`src/rtl/hourglass_pkg.sv`:
```
// Shared definitions for the hourglass timer.
//   state_t   : FSM state encoding (IDLE=0, RUN=1, PAUSE=2, DONE=3)
//   NUM_W     : width of the seconds counter / display value
//   flip_num  : seconds remaining after the glass is turned over
package hourglass_pkg;

  localparam int NUM_W = 6;

  typedef enum logic [1:0] {
    ST_IDLE  = 2'd0,
    ST_RUN   = 2'd1,
    ST_PAUSE = 2'd2,
    ST_DONE  = 2'd3
  } state_t;

  // Turning the glass over swaps the chambers: what was in the bottom
  // (full - cur) is now on top. cur never exceeds full in normal
  // operation, but clamp so the result can never wrap around.
  function automatic logic [NUM_W-1:0] flip_num(input logic [NUM_W-1:0] full,
                                                input logic [NUM_W-1:0] cur);
    return (cur > full) ? '0 : full - cur;
  endfunction

endpackage

```
`src/rtl/key_debounce.sv`:
```
// Two-flop synchroniser plus counting debouncer with a registered edge pulse.
//   clk, rst : system clock, synchronous active-high reset
//   raw      : asynchronous, bouncy input level
//   ev       : one-cycle pulse when the debounced level changes
//              (rising edge only, or any edge when ANY_EDGE=1)
// The debounced level adopts the synchronised level on the DEB_CYCLES-th
// consecutive cycle that the two differ; any agreeing cycle clears the count.
module key_debounce #(
  parameter int DEB_CYCLES = 20,
  parameter bit ANY_EDGE   = 1'b0,
  parameter bit RST_TO_RAW = 1'b0
) (
  input  logic clk,
  input  logic rst,
  input  logic raw,
  output logic ev
);

  localparam int CW = (DEB_CYCLES > 1) ? $clog2(DEB_CYCLES) : 1;
  localparam logic [CW-1:0] CNT_LAST = CW'(DEB_CYCLES - 1);

  logic          sync1;
  logic          sync2;
  logic          level;
  logic [CW-1:0] cnt;
  logic          rst_level;

  // A level input (tilt switch) must come out of reset already agreeing
  // with the switch position, otherwise the first debounce would look like
  // a flip. The synchroniser is preloaded too so it cannot disagree.
  assign rst_level = RST_TO_RAW ? raw : 1'b0;

  always_ff @(posedge clk) begin
    if (rst) begin
      sync1 <= rst_level;
      sync2 <= rst_level;
      level <= rst_level;
      cnt   <= '0;
      ev    <= 1'b0;
    end else begin
      sync1 <= raw;
      sync2 <= sync1;
      ev    <= 1'b0;
      if (sync2 != level) begin
        if (cnt == CNT_LAST) begin
          level <= sync2;
          cnt   <= '0;
          ev    <= ANY_EDGE ? 1'b1 : sync2;
        end else begin
          cnt <= cnt + CW'(1);
        end
      end else begin
        cnt <= '0;
      end
    end
  end

endmodule

```
`src/rtl/hourglass_timer.sv`:
```
// Time base and control core of the electronic hourglass.
//   clk       : system clock (CLK_HZ cycles per sand-second)
//   rst       : synchronous active-high reset, aborts any run
//   key_start : raw start/pause button (debounced here, rising edge = start_ev)
//   tilt      : raw tilt switch level (debounced here, any edge = flip_ev)
//   num       : seconds remaining in the top chamber, 0..SEC_MAX
//   sec_tick  : one-cycle pulse per counted second while running
//   running   : high while in RUN
//   done      : high while in DONE
// All outputs are registered. Events are registered by the debouncers and
// acted on by the FSM one cycle later. A flip always beats a start press and
// beats the prescaler wrap in the same cycle.
module hourglass_timer
  import hourglass_pkg::*;
#(
  parameter int CLK_HZ     = 1000,
  parameter int SEC_MAX    = 60,
  parameter int DEB_CYCLES = 20
) (
  input  logic             clk,
  input  logic             rst,
  input  logic             key_start,
  input  logic             tilt,
  output logic [NUM_W-1:0] num,
  output logic             sec_tick,
  output logic             running,
  output logic             done
);

  localparam int PW = (CLK_HZ > 1) ? $clog2(CLK_HZ) : 1;
  localparam logic [PW-1:0]    PRESC_LAST = PW'(CLK_HZ - 1);
  localparam logic [NUM_W-1:0] SEC_FULL   = NUM_W'(SEC_MAX);

  logic start_ev;
  logic flip_ev;

  key_debounce #(
    .DEB_CYCLES(DEB_CYCLES),
    .ANY_EDGE  (1'b0),
    .RST_TO_RAW(1'b0)
  ) u_key_deb (
    .clk(clk),
    .rst(rst),
    .raw(key_start),
    .ev (start_ev)
  );

  key_debounce #(
    .DEB_CYCLES(DEB_CYCLES),
    .ANY_EDGE  (1'b1),
    .RST_TO_RAW(1'b1)
  ) u_tilt_deb (
    .clk(clk),
    .rst(rst),
    .raw(tilt),
    .ev (flip_ev)
  );

  state_t           state;
  state_t           state_n;
  logic [PW-1:0]    presc;
  logic [PW-1:0]    presc_n;
  logic [NUM_W-1:0] num_n;
  logic             tick_n;
  logic             running_n;
  logic             done_n;

  // State register, seconds counter, prescaler and registered outputs.
  always_ff @(posedge clk) begin
    if (rst) begin
      state    <= ST_IDLE;
      num      <= SEC_FULL;
      presc    <= '0;
      sec_tick <= 1'b0;
      running  <= 1'b0;
      done     <= 1'b0;
    end else begin
      state    <= state_n;
      num      <= num_n;
      presc    <= presc_n;
      sec_tick <= tick_n;
      running  <= running_n;
      done     <= done_n;
    end
  end

  // Next-state and datapath.
  always_comb begin
    state_n = state;
    num_n   = num;
    presc_n = presc;
    tick_n  = 1'b0;
    if (flip_ev && (state != ST_IDLE)) begin
      // Flip takes priority over start and over the second wrap. Flipping a
      // full glass empties the top at once, so go straight to DONE.
      num_n   = flip_num(SEC_FULL, num);
      presc_n = '0;
      state_n = (num_n == '0) ? ST_DONE : ST_RUN;
    end else begin
      case (state)
        ST_IDLE: begin
          if (start_ev) begin
            state_n = ST_RUN;
            presc_n = '0;
          end
        end
        ST_RUN: begin
          if (start_ev) begin
            state_n = ST_PAUSE;
          end else if (presc == PRESC_LAST) begin
            presc_n = '0;
            if (num != '0) begin
              tick_n = 1'b1;
              num_n  = num - NUM_W'(1);
              if (num == NUM_W'(1)) state_n = ST_DONE;
            end
          end else begin
            presc_n = presc + PW'(1);
          end
        end
        ST_PAUSE: begin
          // Prescaler is held, so the partial second resumes where it left off.
          if (start_ev) state_n = ST_RUN;
        end
        ST_DONE: begin
          if (start_ev) begin
            state_n = ST_IDLE;
            num_n   = SEC_FULL;
            presc_n = '0;
          end
        end
      endcase
    end
  end

  // Output decode from the next state so the status flags line up with state.
  always_comb begin
    running_n = (state_n == ST_RUN);
    done_n    = (state_n == ST_DONE);
  end

endmodule
```
`config.mk`:
```
export PLATFORM = sky130hd
export DESIGN_NAME = hourglass_timer
export DESIGN_NICKNAME = d
export VERILOG_FILES = /design/src/rtl/hourglass_pkg.sv /design/src/rtl/key_debounce.sv /design/src/rtl/hourglass_timer.sv
export SDC_FILE = /design/constraint.sdc
export NUM_CORES = 1
export LEC_CHECK = 0
export BUFFER_PORTS_ARGS = -buffer_cell sky130_fd_sc_hd__buf_2
export CAP_MARGIN = 20
export CORE_MARGIN = 8
export CORE_UTILIZATION = 48
export DETAILED_ROUTE_END_ITERATION = 6
export HOLD_SLACK_MARGIN = 0.15
export PLACE_DENSITY = 0.64
export SLEW_MARGIN = 0
export SYNTH_ARGS = -nofsm -noshare
export SYNTH_HDL_FRONTEND = slang
export SYNTH_SLANG_ARGS = --single-unit
```
`constraint.sdc`:
```
create_clock -name clk -period 3 [get_ports clk]
set_clock_uncertainty 0.15 [all_clocks]
set_input_delay 0.3 -clock clk [delete_from_list [all_inputs] [get_ports clk]]
set_output_delay 0.3 -clock clk [all_outputs]
set_load 0.005 [all_outputs]
```
==> results by group, run 1 <==
Run status
  • Outcome: finished, final reports clean

Die
  • Die area: 6680 sq um
  • Starting density of the core: 48.6%
  • Die span in y: 81.7 um
  • Core Area: 4260 sq um
  • Die X: 81.7 um
  • # IOs: 13
  • Row count: 24

Synth
  • FF+latch count, synth: 39
  • Avg Synthesized Cell Area: 8.67 sq um
  • Ys flop type: dfxtp_1
  • Post-synthesis cell type count: 53
  • Async S/R FF share, synth: 0%
  • Post-synth net total: 252
  • Number of flops mapped to enable cells by yosys: 1
  • Ys Warns: 0
  • Cells after Synth: 239
  • Post-synthesis sequential area ratio: 38.1%
  • Syn Std Cell Area: 2070 sq um

Cells and area
  • FF+latch area: 791 sq um
  • Commonest non-fill, non-tap cell in the layout: dfxtp_1
  • Commonest non-fill, non-tap cells in the layout: dfxtp_1 (38), nor2_1 (32), o21ai_0 (16), inv_1 (14), nand2_1 (13)
  • Layout cells sized above 1: 13.3%
  • Layout area overhead: 11.2%
  • Final core occ: 54.1%
  • # fillers: 401
  • Non-filler cells, final: 307
  • Area occupied by multi-input gates: 1190 sq um
  • Post-layout net count: 267
  • Diodes inserted: 0

Setup path
  • Crit path launch: num[0]
  • Startpoint class of the critical path: flop
  • Critical Path AT: 2.59 ns
  • Critical Path End Type: flop
  • CP Max Fanout: 11
  • Required @ worst endpoint: 3.03 ns
  • Setup CP Type: flop to flop
  • RR Startpoint: num[0]

Timing
  • F_max: 390 MHz
  • Slew Viols, Final: 0
  • Setup Viol. Count Final: 0
  • Min cycle time layout: 2.56 ns
  • Fin crit share: 85.4%
  • RSZ-0062 raised after global routing: no
  • Tightest Pin Transition: 0.842 ns
  • Max_slew headroom: 43.8%
  • Minimum hold slack: 0.210 ns
  • Final hold vios: 0
  • Setup tns final: 0 ns

Placement
  • Port bufs: 12
  • Routability cong.: 0.823
  • Final HPWL DP: 2.93 mm
  • Dpl cells: 297

Global route
  • Total GRT Usage: 13.9%
  • Vias in the first global route: 1,622
  • First-pass GRT wire length: 7.33 mm
  • GRT overflow: 0
  • Largest net degree at the start of global routing: 17
  • Antenna violations before repair: 0

Detailed routing
  • Avg WL per Cell: 13.5 um
  • Pre-antenna DRT Iters: 4
  • DRC Markers: 0
  • Total Routed Length: 4.13 mm
  • Vias/cell: 5.48
  • Post-route ant nets: 0
  • DRT iter0 DRCs: 90
  • Via count of the routed design: 1,683

Clocking
  • CTS resizes: 0
  • CTS Sinks: 39
  • Worst-path clk slew: 0.08 ns
  • Clk Tree Root Cell: clkbuf_8
  • Cts bufs inserted: 5
  • CTS tree: yes
  • H-tree levels: 2
  • Clock latency on the worst-skew pair: 0.29 ns
  • CTS Buffer Depth: 2

Pwr
  • Pwr dens: 430 nW/um^2
  • Maximum VDD drop: 0.283 mV
  • Leakage: 0.856 nW

Flow run
  • Max_cap viols: 0

Min path
  • Hold Path Class: input pin to flop
  • Hold path start: rst
[power breakdown]
part | internal, W | switching, W | total, W
registers | 0.000526 | 0.00000376 | 0.000530
logic | 0.00000964 | 0.0000152 | 0.0000248
clock network | 0.000248 | 0.000189 | 0.000437
total | 0.000784 | 0.000208 | 0.000992
[metrics by stage]
stage               total power, W  area [sq um]  setup WS, ns
finish                    0.000992          2310         0.439
global route               0.00103          2310         0.299
CTS                        0.00101          2310         0.474
detailed placement        0.000566          2170         0.496
global placement          0.000566          2170         0.570
floorplan                 0.000558          2070         0.878
[path summary, 6_finish.rpt]
check,end,slack (ns),cells after the start
max,num[3],0.44,6
min,state[1],0.21,2
max reg2reg,num[3],0.44,6
min reg2reg,u_tilt_deb.cnt[0],0.30,1
[metal layers]
metal  global-route usage [%]  routed length (um)
met5                        0                   0
met1                     17.1                2020
met4                     4.21                  33
met3                     4.27                 170
met2                     22.7                1910
[cell usage after synthesis (3+ instances only)]
master	n	area [sq um]
dfxtp_1	38	761
o211ai_1	3	22.5
xnor2_1	8	70.1
ha_1	9	113
a211o_1	3	26.3
o21ai_0	16	80.1
nor3_1	7	35.0
mux2i_1	3	30.0
nand2_1	13	48.8
and3_1	5	31.3
inv_1	14	52.6
clkbuf_1	5	18.8
xor2_1	5	43.8
nand2b_1	5	31.3
and2_1	3	18.8
a21oi_1	9	45.0
nor2_1	32	120
or3_1	4	25.0
nor2b_1	4	25.0
o21a_1	4	30.0
nand3_1	8	40.0
[final cells by class]
type	instances	area share [%]
tap	52	2.82
clock buffer	5	2.98
inverter	15	2.44
multi-input combinational	177	51.4
timing repair buffer	16	4.12
clock inverter	3	1.90
sequential	39	34.3
[kinds of logic after synthesis]
group,count (synthesis),synth area share (%)
buf+inv,23,4.65
flops,39,38.1
xor+xnor,13,5.49
mux,3,1.45
fa+ha+maj,9,5.43
simple gates,94,25.5
compound gates,58,19.4
[state kept, by name (all words and copies together), names as in the netlist, 2 cells and up]
| register | cells |
|---|---|
| presc | 10 |
| state | 2 |
| u_key_deb.cnt | 5 |
| u_tilt_deb.cnt | 5 |
| num | 6 |
[worst max-delay path, cell delays in order, from the launching register on]
cell,delay [ns]
dfxtp_1,0.51
inv_1,0.11
ha_1,0.32
a2111oi_1,0.40
a21oi_1,0.33
a221o_1,0.35
a211o_1,0.28
[what timing repair did]
item	CTS	global route
setup buffers	0	0
endpoints found under the hold margin	3	0
hold buffers	2	0
No activity file was read; power rests on OpenSTA's default activity.
==> run 2: changes to the inputs <==
BUFFER_PORTS_ARGS = -buffer_cell sky130_fd_sc_hd__buf_4   (was -buffer_cell sky130_fd_sc_hd__buf_2)
==> results by group, run 2 (synthesis gave the netlist of run 1 again) <==
Setup path
  • Setup CP Type: flop to flop
  • Reg2reg path depth: 6
  • Startpoint class of the critical path: flop
  • Reg2reg setup slack: 0.49 ns
  • Critical Path End Type: flop
  • CP Max Fanout: 11
  • Required @ worst endpoint: 3.03 ns
  • Critical Path AT: 2.55 ns

Clocking
  • Worst-path clk slew: 0.08 ns
  • Cts bufs inserted: 5
  • CTS Sinks: 39
  • CTS Buffer Depth: 2
  • CTS resizes: 0
  • Clock latency on the worst-skew pair: 0.29 ns
  • Clk Tree Root Cell: clkbuf_8
  • H-tree levels: 2
  • CTS tree: yes

Detailed routing
  • Vias/cell: 5.56
  • DRC Markers: 0
  • Pre-antenna DRT Iters: 4
  • DRT iter0 DRCs: 119
  • Total Routed Length: 4.14 mm
  • Post-route ant nets: 0
  • Avg WL per Cell: 13.5 um
  • Via count of the routed design: 1,714

Global route
  • M1 GR Usage: 16.7%
  • Vias in the first global route: 1,623
  • Met2 Use GR: 22.5%
  • GRT overflow: 0
  • Total GRT Usage: 13.6%
  • Largest net degree at the start of global routing: 17
  • Antenna violations before repair: 0
  • Grt peak-use layer: met2
  • Met3 usage: 3.61%
  • First-pass GRT wire length: 7.29 mm

Cells and area
  • Biggest regs: presc (10), num (6)
  • Layout area overhead: 12.1%
  • Final core occ: 54.5%
  • Post-layout net count: 268
  • Commonest non-fill, non-tap cells in the layout: dfxtp_1 (38), nor2_1 (32), o21ai_0 (16), buf_4 (15), inv_1 (14)
  • Commonest non-fill, non-tap cell in the layout: dfxtp_1
  • Diodes inserted: 0
  • Max reg flops: 10
  • # fillers: 398
  • Layout cells sized above 1: 13.7%
  • Largest Register: presc

Timing
  • RSZ-0062 raised after global routing: no
  • Final hold vios: 0
  • Setup Viol. Count Final: 0
  • Fin crit share: 83.8%
  • Min cycle time layout: 2.51 ns
  • Slew Viols, Final: 0
  • Max_slew headroom: 45.4%
  • Setup tns final: 0 ns
  • F_max: 398 MHz
  • Tightest Pin Transition: 0.819 ns

Flow run
  • Max_cap viols: 0

Die
  • Die area: 6680 sq um
  • Starting density of the core: 48.6%
  • Core Area: 4260 sq um
  • # IOs: 13
  • Die span in y: 81.7 um
  • Die X: 81.7 um
  • Row count: 24

Pwr
  • Pwr dens: 396 nW/um^2
  • Leakage: 0.854 nW
  • Final Power: 0.000919 W
  • Maximum VDD drop: 0.312 mV

Placement
  • Final HPWL DP: 2.96 mm
  • Port bufs: 12
  • Routability cong.: 0.813

Min path
  • Hold depth: 2
  • Hold Path Class: input pin to flop

Run status
  • Outcome: finished, final reports clean
==> run 2: area by class of cell <==
type,count,area [sq um],share of cell area [%]
clock inverters,3,23.8,1.02
clock buffers,5,68.8,2.96
multi-input cells,177,1190,51.1
flip-flops and latches,39,791,34.0
repair buffers,17,133,5.71
well taps,52,65.1,2.80
inverters,15,56.3,2.42
==> run 2: timing repair <==
action	4_1_cts	5_1_grt
setup buffers	0	0
hold endpoints to repair	3	0
hold buffers	2	0
==> run 2: per-layer routing <==
layer,up-vias,share of wire [%]
li1,877,-
met1,807,49
met3,2,2.6
met2,28,48
met5,-,0
met4,0,0.51
==> run 2: where the power goes <==
group | total [W] | internal [W] | leakage [nW] | switching [W]
logic | 0.0000264 | 0.0000107 | 0.495 | 0.0000157
registers | 0.000530 | 0.000526 | 0.318 | 0.00000363
clock network | 0.000363 | 0.000166 | 0.0408 | 0.000197
==> run 2: worst max-delay path, stage by stage (launching register included) <==
cell       delay [ns]
dfxtp_1          0.51
inv_1            0.11
ha_1             0.33
a2111oi_1        0.37
a21oi_1          0.32
a221o_1          0.35
a211o_1          0.28
==> run 2: metrics by stage <==
stage | worst slack [ns] | instance area [sq um] | hold WS, ns | instances
floorplan | 0.878 | 2070 | 0.178 | 239
global placement | 0.564 | 2210 | 0.263 | 298
detailed placement | 0.487 | 2210 | 0.266 | 298
CTS | 0.482 | 2320 | 0.150 | 308
global route | 0.329 | 2320 | 0.154 | 308
finish | 0.485 | 2320 | 0.163 | 308
==> run 2: worst paths after layout <==
check                         from                to
setup / recovery            num[0]            num[3]
hold / removal                 rst   u_key_deb.sync1
setup reg to reg            num[0]            num[3]
hold reg to reg   u_tilt_deb.sync1  u_tilt_deb.sync2
==> run 3: changes to the inputs <==
ABC_AREA = 1   (was unset)
PLACE_DENSITY = 0.67   (was 0.64)
clock period = 2.2 ns   (was 3 ns; I/O delays follow)
==> results by group, run 3 <==
Run status
  • Outcome: finished, final reports clean

Placement
  • Final HPWL DP: 2.99 mm
  • Dpl cells: 355
  • Routability cong.: 0.898
  • Placed cell areas: 2250 sq um
  • Port bufs: 12

Synth
  • Post-synthesis cell type count: 36
  • Ys flop type: dfxtp_1
  • Cells after Synth: 293
  • Avg Synthesized Cell Area: 7.23 sq um
  • Number of flops mapped to enable cells by yosys: 1
  • Ys Warns: 0
  • Synth area leaders: dfxtp_1 (36%), nand2_1 (10%), nor2_1 (7.3%)
  • Syn Std Cell Area: 2120 sq um
  • Most used standard cell by instance count after synthesis: nand2_1
  • Post-synth net total: 306
  • Post-synthesis sequential area ratio: 37.4%
  • Synth cell count leaders: nand2_1 (59), nor2_1 (41), dfxtp_1 (38)
  • Area leader, netlist: dfxtp_1
  • Async S/R FF share, synth: 0%
  • FF+latch count, synth: 39
  • Share of the synthesized area in the top cell type: 35.9%

Detailed routing
  • Total Routed Length: 4.25 mm
  • DRC Markers: 0
  • Post-route ant nets: 0
  • Pre-antenna DRT Iters: 4
  • Via count of the routed design: 1,811
  • DRT iter0 DRCs: 127
  • Avg WL per Cell: 11.6 um
  • Vias/cell: 4.93

Timing
  • Fin crit share: 87.7%
  • F_max: 518 MHz
  • Min cycle time layout: 1.93 ns
  • Max_slew headroom: 71.3%
  • RSZ-0062 raised after global routing: no
  • Setup tns final: 0 ns
  • Slew Viols, Final: 0
  • Setup Viol. Count Final: 0
  • Tightest Pin Transition: 0.429 ns
  • Final hold vios: 0

Clocking
  • Worst-path clk slew: 0.08 ns
  • Cts bufs inserted: 5
  • CTS Sinks: 39
  • CTS Buffer Depth: 2
  • CTS resizes: 0
  • H-tree levels: 2
  • CTS tree: yes
  • Clock latency on the worst-skew pair: 0.29 ns
  • Clk Tree Root Cell: clkbuf_8

Setup path
  • R2r endpoint: presc[6]
  • Setup CP Type: flop to flop
  • Critical Path End Type: flop
  • Critical Path AT: 1.96 ns
  • Startpoint class of the critical path: flop
  • Reg2reg path depth: 11
  • CP Max Fanout: 10
  • RR Startpoint: state[1]
  • Required @ worst endpoint: 2.23 ns
  • Reg2reg setup slack: 0.27 ns

Cells and area
  • Largest Register: presc
  • Diodes inserted: 0
  • Commonest non-fill, non-tap cells in the layout: nand2_1 (59), nor2_1 (41), dfxtp_1 (38), inv_1 (34), nand3_1 (24)
  • Final core occ: 56.1%
  • Non-filler cells, final: 367
  • Final instance area: 2410 sq um
  • Post-layout net count: 327
  • Biggest regs: presc (10), num (6)
  • Layout cells sized above 1: 15.9%
  • Layout area overhead: 13.9%
  • Max reg flops: 10
  • Commonest non-fill, non-tap cell in the layout: nand2_1

Global route
  • First-pass GRT wire length: 7.30 mm
  • GRT overflow: 0
  • Largest net degree at the start of global routing: 13
  • Total GRT Usage: 13.7%
  • Antenna violations before repair: 0
  • Vias in the first global route: 1,679

Pwr
  • Leakage: 1.09 nW
  • Maximum VDD drop: 0.412 mV
  • Pwr dens: 575 nW/um^2

Min path
  • Hold depth: 2
  • Hold path start: u_key_deb.sync1
  • Worst Hold End: u_key_deb.sync2
  • Hold Path Class: flop to flop

Die
  • Core Area: 4290 sq um
  • # IOs: 13
  • Die X: 82.4 um
  • Row count: 24
  • Starting density of the core: 49.3%
  • Die area: 6790 sq um
  • Die span in y: 82.4 um

Flow run
  • Max_cap viols: 0
run 3: changes by cell type after synthesis, sizes merged, moves of 4 or more:
cell | before | now
nand2 | 13 | 69
inv | 14 | 38
nand3 | 9 | 28
nor2 | 32 | 46
xnor2 | 8 | 0
nand2b | 7 | 0
a21oi | 11 | 17
o21ai | 17 | 11
and3 | 5 | 0
clkbuf | 5 | 1
or3 | 4 | 0
run 3: per-stage QoR:
step                      hold WS, ns  worst slack, ns  power, W
after floorplan                0.0977            0.514  0.000763
after global placement          0.187            0.337  0.000775
after detailed placement        0.187            0.294  0.000775
after CTS                       0.264            0.243   0.00141
after global routing            0.283           0.0779   0.00144
final                           0.260            0.270   0.00139
run 3: logic make-up after synthesis:
logic type / share of synthesized area [%]
flops: 37.4
fa+ha+maj: 5.32
xor+xnor: 3.31
simple gates: 36.0
buf+inv: 8.45
compound gates: 9.57
run 3: timing repair:
action,4_1_cts,5_1_grt
endpoints found under the hold margin,11,0
buffers inserted,0,0
hold buffers,4,0
run 3: cell type report:
class | instances | area (sq um)
clock buffer | 6 | 82.6
fill | 413 | 1880
multi-input combinational | 211 | 1150
tap | 52 | 65.1
sequential | 39 | 791
clock inverter | 2 | 35.0
timing repair buffer | 17 | 138
inverter | 40 | 153
run 3: where the power goes:
group          leakage (nW)  internal (W)  total [W]  switching (W)
clock                0.0612      0.000367   0.000622       0.000255
combinational         0.708     0.0000168  0.0000409      0.0000240
sequential            0.318      0.000718   0.000723     0.00000510
run 3: routing by layer:
layer / vias to the layer above / track usage, % / wire length, um
li1: 974 / - / -
met1: 774 / 18.1 / 2110
met2: 54 / 20.8 / 1790
met3: 9 / 3.90 / 277
met4: 0 / 5.26 / 68
met5: - / 0 / 0
run 3: how the worst max path moves through the flow:
stage | depth (start not counted) | endpoint | startpoint
2_1_floorplan | 11 | presc[6] | state[1]
3_3_place_gp | 11 | presc[8] | state[1]
3_5_place_dp | 11 | presc[6] | state[1]
4_1_cts | 11 | presc[6] | state[1]
5_1_grt | 11 | presc[8] | state[1]
6_report | 11 | presc[6] | state[1]
run 3: worst max-delay path, stage by stage, from the launching register on:
cell	delay [ns]
dfxtp_1	0.40
inv_1	0.10
ha_1	0.35
inv_1	0.08
o21ai_2	0.15
nand2_4	0.12
inv_4	0.10
nand2_1	0.06
nand2_2	0.14
inv_2	0.06
o21ai_1	0.07
a21oi_1	0.05
